==> src/rtl/cp0_timer_intc.sv <==
// cp0_timer_intc
//   CP0 Count/Compare timer block and interrupt-pending merger.
//   Holds the free-running Count (r9 sel0) and NUM_TIMERS Compare channels
//   (r11 sel 0..NUM_TIMERS-1), synchronises the hardware interrupt pins,
//   builds Cause.IP and issues a registered, prioritised interrupt request
//   that the exception stage acknowledges with int_ack.
//
// Ports
//   clk, rst              clock, asynchronous active-high reset
//   reg_we                MTC0 write strobe
//   reg_write_addr/sel    write register number / select
//   reg_write             write data
//   reg_read_addr/sel     read register number / select
//   reg_read              read data (combinational)
//   reg_read_hit          read address belongs to this block
//   hardware_int          asynchronous interrupt pins
//   sw_ip                 Cause.IP[1:0] from main CP0
//   status_im/ie/exl      Status.IM, Status.IE, Status.EXL
//   count_stall           freezes Count (debug halt)
//   int_ack               exception stage took the interrupt
//   count                 current Count
//   timer_pending         sticky per-channel match flags
//   ip                    Cause.IP[7:0]
//   int_req, int_code     registered request and IP index of its cause
module cp0_timer_intc #(
  parameter int DATA_WIDTH  = 32,
  parameter int NUM_TIMERS  = 2,
  parameter int NUM_HW_INT  = 6,
  parameter int SYNC_STAGES = 2,
  parameter int COUNT_DIV   = 1,
  parameter int TIMER_IP    = 7,
  parameter int ACK_HOLDOFF = 2
) (
  input  logic                  clk,
  input  logic                  rst,
  input  logic                  reg_we,
  input  logic [4:0]            reg_write_addr,
  input  logic [2:0]            reg_write_sel,
  input  logic [DATA_WIDTH-1:0] reg_write,
  input  logic [4:0]            reg_read_addr,
  input  logic [2:0]            reg_read_sel,
  output logic [DATA_WIDTH-1:0] reg_read,
  output logic                  reg_read_hit,
  input  logic [NUM_HW_INT-1:0] hardware_int,
  input  logic [1:0]            sw_ip,
  input  logic [7:0]            status_im,
  input  logic                  status_ie,
  input  logic                  status_exl,
  input  logic                  count_stall,
  input  logic                  int_ack,
  output logic [DATA_WIDTH-1:0] count,
  output logic [NUM_TIMERS-1:0] timer_pending,
  output logic [7:0]            ip,
  output logic                  int_req,
  output logic [2:0]            int_code
);

  localparam int PRE_W = (COUNT_DIV > 1) ? $clog2(COUNT_DIV) : 1;
  localparam int HO_W  = (ACK_HOLDOFF > 0) ? $clog2(ACK_HOLDOFF + 1) : 1;
  localparam logic [4:0] REG_COUNT   = 5'd9;
  localparam logic [4:0] REG_COMPARE = 5'd11;

  logic [DATA_WIDTH-1:0] count_r;
  logic [PRE_W-1:0]      prescale_r;
  logic [DATA_WIDTH-1:0] compare_r [NUM_TIMERS];
  logic [NUM_TIMERS-1:0] armed_r;
  logic [NUM_TIMERS-1:0] pend_r;
  logic [NUM_HW_INT-1:0] sync_r [SYNC_STAGES];
  logic                  int_req_r;
  logic [2:0]            int_code_r;
  logic [HO_W-1:0]       holdoff_r;

  logic       pre_wrap_s;
  logic       count_wr_s;
  logic       cmp_wr_s;
  logic [7:0] ip_s;
  logic [7:0] p_s;
  logic [2:0] code_s;

  assign pre_wrap_s = (prescale_r == PRE_W'(COUNT_DIV - 1));
  assign count_wr_s = reg_we && (reg_write_addr == REG_COUNT) && (reg_write_sel == 3'd0);
  assign cmp_wr_s   = reg_we && (reg_write_addr == REG_COMPARE);

  // Prescaler and Count; a software write of Count restarts the prescaler.
  always_ff @(posedge clk or posedge rst) begin
    if (rst) begin
      count_r    <= {DATA_WIDTH{1'b0}};
      prescale_r <= {PRE_W{1'b0}};
    end else if (count_wr_s) begin
      count_r    <= reg_write;
      prescale_r <= {PRE_W{1'b0}};
    end else begin
      prescale_r <= pre_wrap_s ? {PRE_W{1'b0}} : (prescale_r + PRE_W'(1));
      if (pre_wrap_s && !count_stall) begin
        count_r <= count_r + DATA_WIDTH'(1);
      end
    end
  end

  // Compare channels: a write re-arms and clears, otherwise a level match sets the sticky flag.
  always_ff @(posedge clk or posedge rst) begin
    if (rst) begin
      for (int n = 0; n < NUM_TIMERS; n++) begin
        compare_r[n] <= {DATA_WIDTH{1'b0}};
      end
      armed_r <= {NUM_TIMERS{1'b0}};
      pend_r  <= {NUM_TIMERS{1'b0}};
    end else begin
      for (int n = 0; n < NUM_TIMERS; n++) begin
        if (cmp_wr_s && (reg_write_sel == 3'(n))) begin
          compare_r[n] <= reg_write;
          armed_r[n]   <= 1'b1;
          pend_r[n]    <= 1'b0;
        end else if (armed_r[n] && (count_r == compare_r[n])) begin
          pend_r[n] <= 1'b1;
        end
      end
    end
  end

  // Synchroniser chain for the asynchronous interrupt pins.
  always_ff @(posedge clk or posedge rst) begin
    if (rst) begin
      for (int k = 0; k < SYNC_STAGES; k++) begin
        sync_r[k] <= {NUM_HW_INT{1'b0}};
      end
    end else begin
      sync_r[0] <= hardware_int;
      for (int k = 1; k < SYNC_STAGES; k++) begin
        sync_r[k] <= sync_r[k-1];
      end
    end
  end

  // Cause.IP assembly: software bits, synchronised pins, timer OR on its shared bit.
  always_comb begin
    ip_s      = 8'h00;
    ip_s[1:0] = sw_ip;
    for (int i = 0; i < NUM_HW_INT; i++) begin
      ip_s[2+i] = sync_r[SYNC_STAGES-1][i];
    end
    ip_s[TIMER_IP] = ip_s[TIMER_IP] | (|pend_r);
  end

  assign p_s = ip_s & status_im;

  // Priority encoder: the highest set masked bit wins, 0 when nothing is pending.
  always_comb begin
    code_s = 3'd0;
    for (int b = 0; b < 8; b++) begin
      if (p_s[b]) begin
        code_s = 3'(b);
      end else begin
        code_s = code_s;
      end
    end
  end

  // Request register with acknowledge holdoff so the same cause is not re-taken immediately.
  always_ff @(posedge clk or posedge rst) begin
    if (rst) begin
      int_req_r  <= 1'b0;
      int_code_r <= 3'd0;
      holdoff_r  <= {HO_W{1'b0}};
    end else begin
      int_code_r <= code_s;
      if (int_ack && int_req_r) begin
        holdoff_r <= HO_W'(ACK_HOLDOFF);
        int_req_r <= 1'b0;
      end else begin
        if (holdoff_r != {HO_W{1'b0}}) begin
          holdoff_r <= holdoff_r - HO_W'(1);
        end
        int_req_r <= (|p_s) & status_ie & ~status_exl & (holdoff_r == {HO_W{1'b0}});
      end
    end
  end

  // Read decode: Count and the implemented Compare selects only.
  always_comb begin
    reg_read     = {DATA_WIDTH{1'b0}};
    reg_read_hit = 1'b0;
    case (reg_read_addr)
      REG_COUNT: begin
        if (reg_read_sel == 3'd0) begin
          reg_read     = count_r;
          reg_read_hit = 1'b1;
        end else begin
          reg_read     = {DATA_WIDTH{1'b0}};
          reg_read_hit = 1'b0;
        end
      end
      REG_COMPARE: begin
        for (int n = 0; n < NUM_TIMERS; n++) begin
          if (reg_read_sel == 3'(n)) begin
            reg_read     = compare_r[n];
            reg_read_hit = 1'b1;
          end else begin
            reg_read     = reg_read;
            reg_read_hit = reg_read_hit;
          end
        end
      end
      default: begin
        reg_read     = {DATA_WIDTH{1'b0}};
        reg_read_hit = 1'b0;
      end
    endcase
  end

  assign count         = count_r;
  assign timer_pending = pend_r;
  assign ip            = ip_s;
  assign int_req       = int_req_r;
  assign int_code      = int_code_r;

endmodule
==> config.mk <==
export PLATFORM = sky130hd
export DESIGN_NAME = cp0_timer_intc
export DESIGN_NICKNAME = d
export VERILOG_FILES = /design/src/rtl/cp0_timer_intc.sv
export SDC_FILE = /design/constraint.sdc
export NUM_CORES = 1
export LEC_CHECK = 0
export ABC_CLOCK_PERIOD_IN_PS = 5200
export BUFFER_PORTS_ARGS = -buffer_cell sky130_fd_sc_hd__clkbuf_2
export CELL_PAD_IN_SITES_DETAIL_PLACEMENT = 0
export CELL_PAD_IN_SITES_GLOBAL_PLACEMENT = 1
export CORE_ASPECT_RATIO = 0.9
export CORE_MARGIN = 10
export CORE_UTILIZATION = 40
export CTS_BUF_LIST = sky130_fd_sc_hd__clkbuf_8
export CTS_CLUSTER_DIAMETER = 120
export DETAILED_ROUTE_END_ITERATION = 8
export PLACE_DENSITY_LB_ADDON = 0.1
export REMOVE_ABC_BUFFERS = 1
export SLEW_MARGIN = 30
export SYNTH_ARGS = -nofsm -noshare
export SYNTH_HDL_FRONTEND = slang
export SYNTH_SLANG_ARGS = --single-unit
==> constraint.sdc <==
create_clock -name clk -period 5.2 [get_ports clk]
set_input_delay 0 -clock clk [delete_from_list [all_inputs] [get_ports clk]]
set_output_delay 0 -clock clk [all_outputs]
set_load 0.05 [all_outputs]
; ---- Word level (Yosys, flattened, before mapping)
; Index checks and enable logic that the tools add are counted.
[word_totals]
reg_bits = 119
in_bits = 71
output_inout_bits = 79
elab_cells = 76
[classes]
add_sub_neg = 3
n_eq_ne = 8
mux = 25
bitwise_logic = 7
reduce_logical = 20
[ops]
columns = operator, count
row1 = $mux 32, 5
row2 = $eq 32x32->1, 2
row3 = $pmux 32 s2, 1
row4 = $add 32x1->32 const B, 1
row5 = $eq 5x4->1 const B, 4
row6 = $mux 3, 6
row7 = $mux 1, 10
row8 = $reduce_bool 2->1, 5
row9 = $logic_and 1x1->1, 9
row10 = $and 8x8->8, 1
row11 = $reduce_or 8->1, 1
row12 = $eq 3x1->1 const B, 2
row13 = $logic_not 3->1, 2
row14 = $mux 2, 2
row15 = $and 1x1->1, 3
row16 = $logic_not 2->1, 1
row17 = $not 1->1, 2
row18 = $pmux 1 s2, 1
row19 = $reduce_or 2->1, 1
row20 = $sub 2x1->2 const B, 1
row21 = $add 1x1->1 const B, 1
row22 = $logic_not 1->1, 1
row23 = $or 1x1->1, 1

; ---- Depth between registers and ports, before layout
; Gate-level depths: netlist of the first run.
[depth]
depth_word = 10
mapped_depth = 7
depth_no_buf = 6

; ---- Worst setup path before layout of the first run
; No wires, ideal clock.
[synth_path]
path_kind = input port to output port
from = input port reg_read_addr[4]
to = output port reg_read_hit
arrival_time_ps = 2643
required_ps = 5200
slack_ps = 2557
stages = 2
n_path_buf = 0
path_cell_list = nand4bb_1 > a2111oi_0
[synth_between]
elab_chain_len = 2
elab_cells_between_ends = 3
cone_classes = 2 x eq/ne / 1 x mux
[synth_lines]
columns = item, line_no
row1 = from (decl), 40  ; input logic [4:0] reg_read_addr,
row2 = $eq 5x4->1, 183  ; case (reg_read_addr)
row3 = $pmux 1 s2 *, 183
row4 = to (decl), 43  ; output logic reg_read_hit,
; Every way passes the cells marked *; elsewhere a longest branch is shown, timed or not.

; ---- Worst setup path in the final report of the first run
[layout_path]
from = register sync_r, in the netlist ip[4]
to = register int_req_r (netlist: int_req)
[layout_between]
elab_chain_len = 6
[layout_lines]
columns = item, line_no
row1 = from (decl), 68  ; logic [NUM_HW_INT-1:0] sync_r [SYNC_STAGES];
row2 = "from (signal, indexed assignment)", 125  ; sync_r[k] <= {NUM_HW_INT{1'b0}};
row3 = "from (signal, indexed assignment)", 130  ; sync_r[k] <= sync_r[k-1];
row4 = $and 8x8->8, 145  ; assign p_s = ip_s & status_im;
row5 = $reduce_or 8->1, 174  ; int_req_r <= (|p_s) & status_ie & ~status_exl & (holdoff_r == {HO_W{1'b0}});
row6 = $and 1x1->1 (3 in a row), 174
row7 = $mux 1, 167  ; if (int_ack && int_req_r) begin
row8 = to (signal assigned), 174
row9 = to (decl), 69  ; logic int_req_r;
; Every way passes these cells.
; A chain may end at the register's enable or synchronous reset.

==> impl_metrics.csv, run 1 <==
group,metric,value,unit
outcome,outcome,"finished clean",
route,drt-total-wl,20600,um
floorplanning,num_rows,44,
floorplanning,dieArea,22020,sq um
timing,worst_pin_slew,0.9509,ns
grt,grt_remaining_overflow,0,
route,viasPerCell,5.246,
timing,hold_slack,0.06516,ns
min_path,hp-class,"input pin to flop",
cells_and_area,layout_commonest_cell,"clkbuf_2",
timing,tns,0,ns
yosys,yosysWarningCount,0,
setup_path,crit_fanout,3,
place,gp_congestion,0.8110,
flow_run,cap_violations,0,
floorplanning,die_h,141.8,um
grt,grt_max_degree,64,
setup_path,crit_type,"flop to flop",
setup_path,required,5.52,ns
power,p_sw,0.9232,mW
yosys,syn_area,6593,sq um
power,pwr-share-clk,34.0,%
grt,antenna_found_initial,0,
power,p_leak,3.735,nW
yosys,ys_top_cells_by_area,"dfrtp_1 (45%), mux2_2 (11%), xnor2_1 (7.4%)",
yosys,synth_edf_count,0,
yosys,synth_top_area_cell,"dfrtp_1",
cells_and_area,diodes,0,
floorplanning,coreArea,16130,sq um
route,dr.pass1.iters,5,
route,antenna_left,0,
timing,maxSlewViolCount,0,
route,drt-wirelength-per-cell,20.44,um
yosys,async_flop_share,100.0,%
route,drt_iter0_markers,244,
timing,fin_skew,0.01074,ns
route,num_vias,5288,
cells_and_area,drive_gt1_share,34.08,%
grt,grt_pass1_vias,5661,
setup_path,crit_path_start_kind,"flop",
place,io_buffers,149,
setup_path,max_stage_delay,0.57,ns
floorplanning,num_io_pins,150,
route,drcViolationCount,0,
timing,layout_min_cycle_time,2.393,ns
power,p_comb_share,24.0,%
setup_path,worst-path-buf-inv,2,
clock_tree,clk_path_buf_depth,2,
power,irDropWorstVdd,248.0,uV
cells_and_area,n_fill_cell,1495,
timing,finalHoldViolCount,0,
floorplanning,die_w,155.3,um
timing,setup_slack,2.807,ns
yosys,yosysSeqAreaShare,44.79,%
power,internal_power,1.777,mW
yosys,synth_cells,628,
setup_path,critPathCaptureType,"flop",
setup_path,worstPathCellList,"a22o_1, dlygate4sd3_1, a211o_1, nor2_1, a2111oi_0, dlygate4sd3_1",
clock_tree,cts_buffers,17,
floorplanning,start_util,40.87,%
setup_path,crit_path_frequent_cell,"dlygate4sd3_1",
timing,rsz0062_at_grt,"no",
grt,grt_pass1_wl,32780,um
clock_tree,clock_sinks,118,
cells_and_area,nNetsFinal,861,
yosys,synth_top_area_share,44.79,%
timing,setup_viol,0,
yosys,synth.distinct_cells,51,
timing,fmax,417.8,MHz
power,p_sw_share,34.19,%
clock_tree,path_clk_slew,0.07,ns
clock_tree,clock_latency,0.44,ns
place,place_hpwl,14580,um
setup_path,critPathTopFamily,"buffers and inverters",
place,pre_cts_ws,2.974,ns
timing,finalCritPeriodShare,46.03,%
clock_tree,htreeDepth,4,
power,pwr_density_cell,329.1,nW/um^2
yosys,synth_seq_cells,118,
yosys,avgSynthCellArea,10.50,sq um
cells_and_area,areaGrowthSynthToFinish,24.44,%
cells_and_area,most-common-layout-cells,"clkbuf_2 (149), dfrtp_1 (118), nand2_1 (78), mux2_2 (67)",
setup_path,reg2reg_setup_slack,2.81,ns
grt,grt_util_all_layers,18.88,%
setup_path,crit_slowest_cell,"dlygate4sd3_1",
power,p_seq_share,42.0,%
clock_tree,clockRootBuffer,"clkbuf_8",
clock_tree,cts_tree,"built",
clock_tree,postCtsSetupBuffers,0,
setup_path,arrival,2.72,ns
timing,maxSlewHeadroom,36.02,%
yosys,ys.flop_type,"dfrtp_1",
[metal layers]
| metal | vias up | GRT usage [%] | routed length (um) |
|---|---|---|---|
| li1 | 2512 | - | - |
| met1 | 2583 | 26.45 | 9709 |
| met5 | - | 0 | 0 |
| met3 | 12 | 5.500 | 1476 |
| met2 | 181 | 28.11 | 9267 |
| met4 | 0 | 4.183 | 148 |
[repair_timing]
action / in CTS / in global routing
resized for setup: 0 / 0
hold buffers: 48 / 0
hold endpoints to repair: 163 / 0
[tightest hold or removal path: cells and delay by family]
family          cells  cell delay, ns
buf+inv             1            0.21
xor+xnor            1            0.18
compound gates      1            0.08
[state kept, by name (all words and copies together), names as in the netlist]
name	count
compare_r	64
int_req	1
timer_pending	2
holdoff_r	2
int_code	3
armed_r	2
count	32
sync_r	7
ip	5
[metrics by stage]
| stage | util [%] | cell area [sq um] | cells | total power [mW] |
|---|---|---|---|---|
| after floorplan | - | 6173 | 564 | 1.539 |
| after detailed placement | 45.16 | 7284 | 928 | 1.771 |
| after global routing | 50.86 | 8204 | 1008 | 2.834 |
| after global placement | 44.99 | 7257 | 927 | 1.757 |
| after CTS | 50.86 | 8204 | 1008 | 2.727 |
| final | 50.86 | 8204 | 1008 | 2.700 |
[cell type report]
class	count	area, sq um	area share, %
sequential	118	2953	35.99
clock buffer	23	316.6	3.858
multi-input combinational	439	3218	39.23
timing repair buffer	205	1306	15.92
clock inverter	9	122.6	1.495
inverter	7	28.78	0.3508
tap	207	259.0	3.157
[synthesized netlist by cell type (2+ instances only)]
library cell,instances
clkbuf_8,3
nand4_1,17
buf_8,2
nor2_1,8
dfrtp_1,118
nand3_4,3
mux2_2,67
nand2_1,78
a2111oi_0,2
nor3_1,9
ha_1,2
inv_1,7
a22oi_1,34
and4_1,2
xnor2_1,56
buf_6,9
buf_4,10
nor4_1,9
buf_2,13
o21ai_0,56
a21oi_1,4
nand4b_1,2
xor2_1,40
clkbuf_1,25
o21ai_1,6
and3_1,4
nor4_2,5
o21ai_2,2
nand3_1,13
[power by group through the flow]
stage	Combinational, mW	Sequential, mW	Clock (mW)
6_report	0.647	1.13	0.919
5_1_grt	0.696	1.15	0.987
4_1_cts	0.656	1.13	0.939
3_5_place_dp	0.622	1.15	0
3_3_place_gp	0.617	1.14	0
2_1_floorplan	0.265	1.27	0
[cell families (layout without fill, tap and decap cells)]
group	after synthesis	in the layout	synth area share, %
xor gates and xnor gates	96	96	12.75
DFF	118	118	44.79
and+or+nand+nor	164	164	13.67
muxes	68	68	11.60
AOI/OAI and AO/OA	109	109	10.06
buffers and inverters	71	244	6.757
adders and majority gates	2	2	0.3795
[final timing paths]
check / start / endpoint / depth (start not counted)
max: ip[4] / int_req / 6
min: count_stall / count[0] / 3
max reg2reg: ip[4] / int_req / 6
min reg2reg: sync_r[7] / ip[3] / 0
max in group asynchronous: rst / compare_r[53] / 4
min in group asynchronous: rst / ip[3] / 3
Power figures use the tool's default switching activity.
==> run 2, diff against run 1 <==
- ABC_CLOCK_PERIOD_IN_PS: 5200 -> 1900
- CORE_UTILIZATION: 40 -> 39
- clock period: 5.2 -> 1.9 ns (I/O delays scaled with it)
==> run 2 against run 1 <==
  * Clock power increased by 110%
  * Critical path depth is 1 lower
  * Flip-flop and latch count stayed put
  * Clock skew down 0.0047 ns
  * Highest routed layer unchanged
  * Cell count increased by 5.0%
  * Largest cell class unchanged
==> impl_metrics.csv, run 2 (synthesis results as in run 1) <==
group,metric,value,unit
outcome,outcome,"finished clean",
place,gp_congestion,0.8086,
route,antenna_left,0,
min_path,hp-class,"input pin to flop",
grt,grt_pass1_wl,33050,um
floorplanning,start_util,39.42,%
place,place_hpwl,14940,um
clock_tree,cts_tree,"built",
cells_and_area,fin_util,54.27,%
timing,setup_viol,0,
route,viasPerCell,5.129,
cells_and_area,nNetsFinal,909,
floorplanning,die_w,157.1,um
timing,maxSlewViolCount,0,
cells_and_area,most-common-layout-cells,"dfrtp_1 (117), clkbuf_2 (117), nand2_1 (78), mux2_2 (67)",
place,pre_cts_ws,-0.05052,ns
timing,worst_pin_slew,0.5954,ns
timing,fmax,531.5,MHz
floorplanning,dieArea,22510,sq um
setup_path,required,2.23,ns
place,dp.cells,975,
cells_and_area,largest_reg_flops,64,
route,drt-wirelength-per-cell,20.05,um
cells_and_area,regMostFlops,"compare_r",
flow_run,cap_violations,0,
setup_path,crit_path_start_kind,"flop",
power,p_leak,4.128,nW
clock_tree,htreeDepth,4,
timing,maxSlewHeadroom,60.31,%
grt,grt_util_all_layers,19.02,%
power,pwr_density_cell,783.0,nW/um^2
timing,finalCritPeriodShare,99.02,%
clock_tree,clock_sinks,118,
cells_and_area,diodes,0,
grt,grt_pass1_vias,5733,
route,dr.pass1.iters,4,
clock_tree,path_clk_slew,0.07,ns
setup_path,critPathCaptureType,"flop",
floorplanning,num_io_pins,150,
floorplanning,die_h,143.3,um
timing,setup_slack,0.01855,ns
cells_and_area,areaGrowthSynthToFinish,37.65,%
setup_path,crit_type,"flop to flop",
grt,grt_remaining_overflow,0,
power,irDropWorstVdd,689.7,uV
grt,antenna_found_initial,0,
timing,fin_skew,0.006060,ns
route,drcViolationCount,0,
timing,rsz0062_at_grt,"yes",
setup_path,crit_fanout,6,
route,drt-total-wl,21210,um
floorplanning,num_rows,45,
timing,finalHoldViolCount,0,
timing,layout_min_cycle_time,1.881,ns
cells_and_area,drive_gt1_share,37.66,%
clock_tree,clk_path_buf_depth,2,
route,drt_iter0_markers,274,
cells_and_area,instances_no_fill,1058,
clock_tree,clockRootBuffer,"clkbuf_8",
floorplanning,coreArea,16720,sq um
clock_tree,clock_latency,0.44,ns
place,io_buffers,149,
grt,grt_max_degree,45,
route,num_vias,5426,
power,total_power,7.106,mW
clock_tree,cts_buffers,17,
setup_path,arrival,2.21,ns
## run 2: stage by stage
stage / hold WS [ns] / setup TNS [ns] / area, sq um
after floorplan: 0 / -228.67 / 6173
after global placement: 0.09830 / -0.05097 / 8160
after detailed placement: 0.1042 / -0.08483 / 8160
after CTS: 0.04097 / 0 / 9025
after global routing: 0.09201 / -0.2272 / 9075
final: 0.06517 / 0 / 9075
## run 2: worst paths after layout
check | start | end | slack [ns] | cells past startpoint
worst max-delay path | count[10] | count[31] | 0.02 | 5
worst min-delay path | status_im[0] | int_req | 0.07 | 5
worst max register to register | count[10] | count[31] | 0.02 | 5
worst min register to register | sync_r[9] | ip[5] | 0.35 | 0
max in group asynchronous | rst | compare_r[42] | 1.03 | 4
min in group asynchronous | rst | compare_r[55] | 0.18 | 3
## run 2: final cells by class
class / instances / area (sq um)
Multi-Input combinational cell: 439 / 3279
Inverter: 7 / 28.78
Fill cell: 1480 / 7647
Clock inverter: 10 / 43.79
Sequential cell: 118 / 2954
Tap cell: 211 / 264.0
Clock buffer: 20 / 275.3
Timing Repair Buffer: 253 / 2230
## run 2: layer usage
layer,GRT usage [%],vias up,wire (um)
li1,-,2602,-
met3,5.288,17,1507
met2,30.41,163,10130
met5,0,-,0
met4,4.130,0,195
met1,25.17,2644,9377
## run 2: worst max-delay path: stages (launching register included)
cell	delay, ns
dfrtp_1	0.39
nand3_4	0.09
or4_4	0.62
nor4_2	0.30
xor2_1	0.10
mux2_2	0.26
## run 2: timing repair
| action | in CTS | in global routing |
|---|---|---|
| pin swaps | 1 | 10 |
| resized for setup | 4 | 9 |
| endpoints found under the hold margin | 148 | 0 |
| endpoints found under the setup margin | 4 | 13 |
| hold buffers | 51 | 0 |
| setup buffers | 1 | 1 |
## run 2: report_power, final
group | switching [mW] | leakage [nW] | internal, mW
Clock | 0.975 | 0.190 | 0.953
Sequential | 0.209 | 1.57 | 2.73
Combinational | 1.37 | 2.37 | 0.863
Total | 2.56 | 4.13 | 4.55
==> run 3, diff against run 2 <==
- CORE_ASPECT_RATIO: 0.9 -> not set
- RECOVER_POWER: not set -> 100
==> run 3 against run 2 <==
  * Die area hardly changed
  * Via count is 1.7% higher
  * Cell count is 1.1% higher
  * Combinational power is 3% lower
  * Non-clock buffer count is 2 higher
  * Utilization is 2.7 points lower
  * Maximum frequency is 0.61% lower
  * Clock power is 31% higher
  * Critical endpoint is now count[25]
==> impl_metrics.csv, run 3 (synthesis results as in run 1) <==
group,metric,value,unit
outcome,outcome,"finished clean",
cells_and_area,largest_reg_flops,64,
setup_path,crit_path_start_kind,"flop",
floorplanning,coreArea,16580,sq um
clock_tree,cts_tree,"built",
flow_run,cap_violations,0,
place,post_dp_cell_area,8127,sq um
setup_path,critPathCaptureType,"flop",
cells_and_area,nNetsFinal,911,
timing,setup_viol,0,
cells_and_area,layout_commonest_cell,"dfrtp_1",
setup_path,crit_type,"flop to flop",
route,antenna_left,0,
setup_path,max_stage_delay,0.63,ns
setup_path,crit_fanout,6,
floorplanning,start_util,39.75,%
setup_path,worstPathCellList,"nand3_4, or4_4, buf_6, nor4_2, xnor2_1, o21ai_1",
cells_and_area,instances_no_fill,1070,
route,drcViolationCount,0,
floorplanning,die_h,150.0,um
cells_and_area,fin_area,8552,sq um
timing,worst_pin_slew,1.113,ns
clock_tree,clockRootBuffer,"clkbuf_8",
floorplanning,num_io_pins,150,
setup_path,required,2.22,ns
place,io_buffers,149,
clock_tree,path_clk_slew,0.07,ns
timing,fin_skew,0.008198,ns
route,viasPerCell,5.155,
timing,finalHoldViolCount,0,
clock_tree,clk_path_buf_depth,2,
cells_and_area,drive_gt1_share,28.47,%
power,internal_power,5.063,mW
clock_tree,cts_buffers,17,
route,dr.pass1.iters,5,
cells_and_area,n_fill_cell,1579,
power,irDropWorstVdd,740.9,uV
power,p_sw,2.587,mW
place,place_hpwl,15020,um
power,pwr-share-clk,33.1,%
place,dp.cells,986,
power,p_leak,3.751,nW
grt,grt_pass1_wl,33730,um
timing,fmax,528.3,MHz
floorplanning,dieArea,22500,sq um
power,total_power,7.650,mW
power,p_seq_share,38.6,%
route,drt-wirelength-per-cell,19.69,um
clock_tree,clock_latency,0.44,ns
timing,layout_min_cycle_time,1.893,ns
floorplanning,num_rows,47,
cells_and_area,multiInputGateArea,3266,sq um
floorplanning,die_w,150.0,um
cells_and_area,regMostFlops,"compare_r",
grt,antenna_found_initial,0,
timing,maxSlewViolCount,0,
grt,grt_max_degree,55,
place,gp_congestion,0.8314,
clock_tree,htreeDepth,4,
route,drt_iter0_markers,361,
min_path,hp-class,"input pin to flop",
power,pwr_density_cell,894.5,nW/um^2
grt,grt_remaining_overflow,0,
grt,grt_util_all_layers,19.15,%
cells_and_area,diodes,0,
timing,maxSlewHeadroom,25.80,%
route,drt-total-wl,21060,um
route,num_vias,5516,
cells_and_area,most-common-layout-cells,"dfrtp_1 (116), clkbuf_1 (83), nand2_1 (78), clkbuf_2 (75), mux2_2 (67)",
cells_and_area,areaGrowthSynthToFinish,29.72,%
min_path,hold_path_depth,4,
cells_and_area,regArea,2955,sq um
clock_tree,clock_sinks,118,
timing,finalCritPeriodShare,99.63,%
power,p_sw_share,33.82,%
timing,rsz0062_at_grt,"yes",
setup_path,r2r_cells,6,
grt,grt_pass1_vias,6026,
setup_path,arrival,2.21,ns
power,p_comb_share,28.3,%
setup_path,crit_slowest_cell,"or4_4",
## run 3: cell type report
cell class	count	area share (%)
Timing Repair Buffer	255	18.67
Tap cell	220	3.219
Inverter	7	0.3219
Clock buffer	20	3.219
Multi-Input combinational cell	439	38.19
Sequential cell	118	34.56
Clock inverter	11	1.829
## run 3: final timing paths
| path | startpoint | endpoint | slack (ns) |
|---|---|---|---|
| max reg2reg | count[9] | count[25] | 0.007 |
| min reg2reg | sync_r[8] | ip[4] | 0.35 |
| max in group asynchronous | rst | count[6] | 0.27 |
| min in group asynchronous | rst | compare_r[28] | 0.29 |
| max | count[9] | count[25] | 0.007 |
| min | count_stall | count[2] | 0.08 |
## run 3: power groups by stage
stage / registers [mW] / logic [mW] / clock network [mW]
2_1_floorplan: 3.49 / 0.725 / 0
3_3_place_gp: 2.98 / 2.07 / 0
3_5_place_dp: 3.00 / 2.08 / 0
4_1_cts: 2.95 / 2.23 / 2.59
5_1_grt: 2.98 / 2.34 / 2.70
6_report: 2.95 / 2.17 / 2.53
## run 3: repair_timing
item	4_1_cts	5_1_grt
hold buffers	51	0
endpoints found under the hold margin	226	0
buffers inserted	1	1
setup endpoints to repair	5	12
pin swaps	2	10
gates resized for setup	5	6
## run 3: critical path, delay by kind of cell, from the launching register on
| family | cells | cell delay (ns) |
|---|---|---|
| xor+xnor | 1 | 0.16 |
| flops | 1 | 0.40 |
| compound gates | 1 | 0.07 |
| buf+inv | 1 | 0.18 |
| simple gates | 3 | 0.96 |
## run 3: routing by layer
| layer | wire length (um) | track usage [%] | up-vias |
|---|---|---|---|
| met5 | 0 | 0 | - |
| met4 | 238 | 5.685 | 0 |
| met3 | 1321 | 5.012 | 17 |
| met2 | 9892 | 30.80 | 155 |
| met1 | 9611 | 24.75 | 2739 |
| li1 | - | - | 2605 |
## run 3: per-stage QoR
step                TNS [ns]  utilization (%)  hold WS (ns)  setup WS [ns]
floorplan            -228.67                -             0         -1.357
global placement    -0.02292            49.00      -0.01719       -0.01442
detailed placement   -0.1192            49.00      -0.02194       -0.06090
CTS                        0            54.93       0.04585        0.01843
global route         -0.3973            51.57       0.09287       -0.03506
finish                     0            51.57       0.08486       0.006998
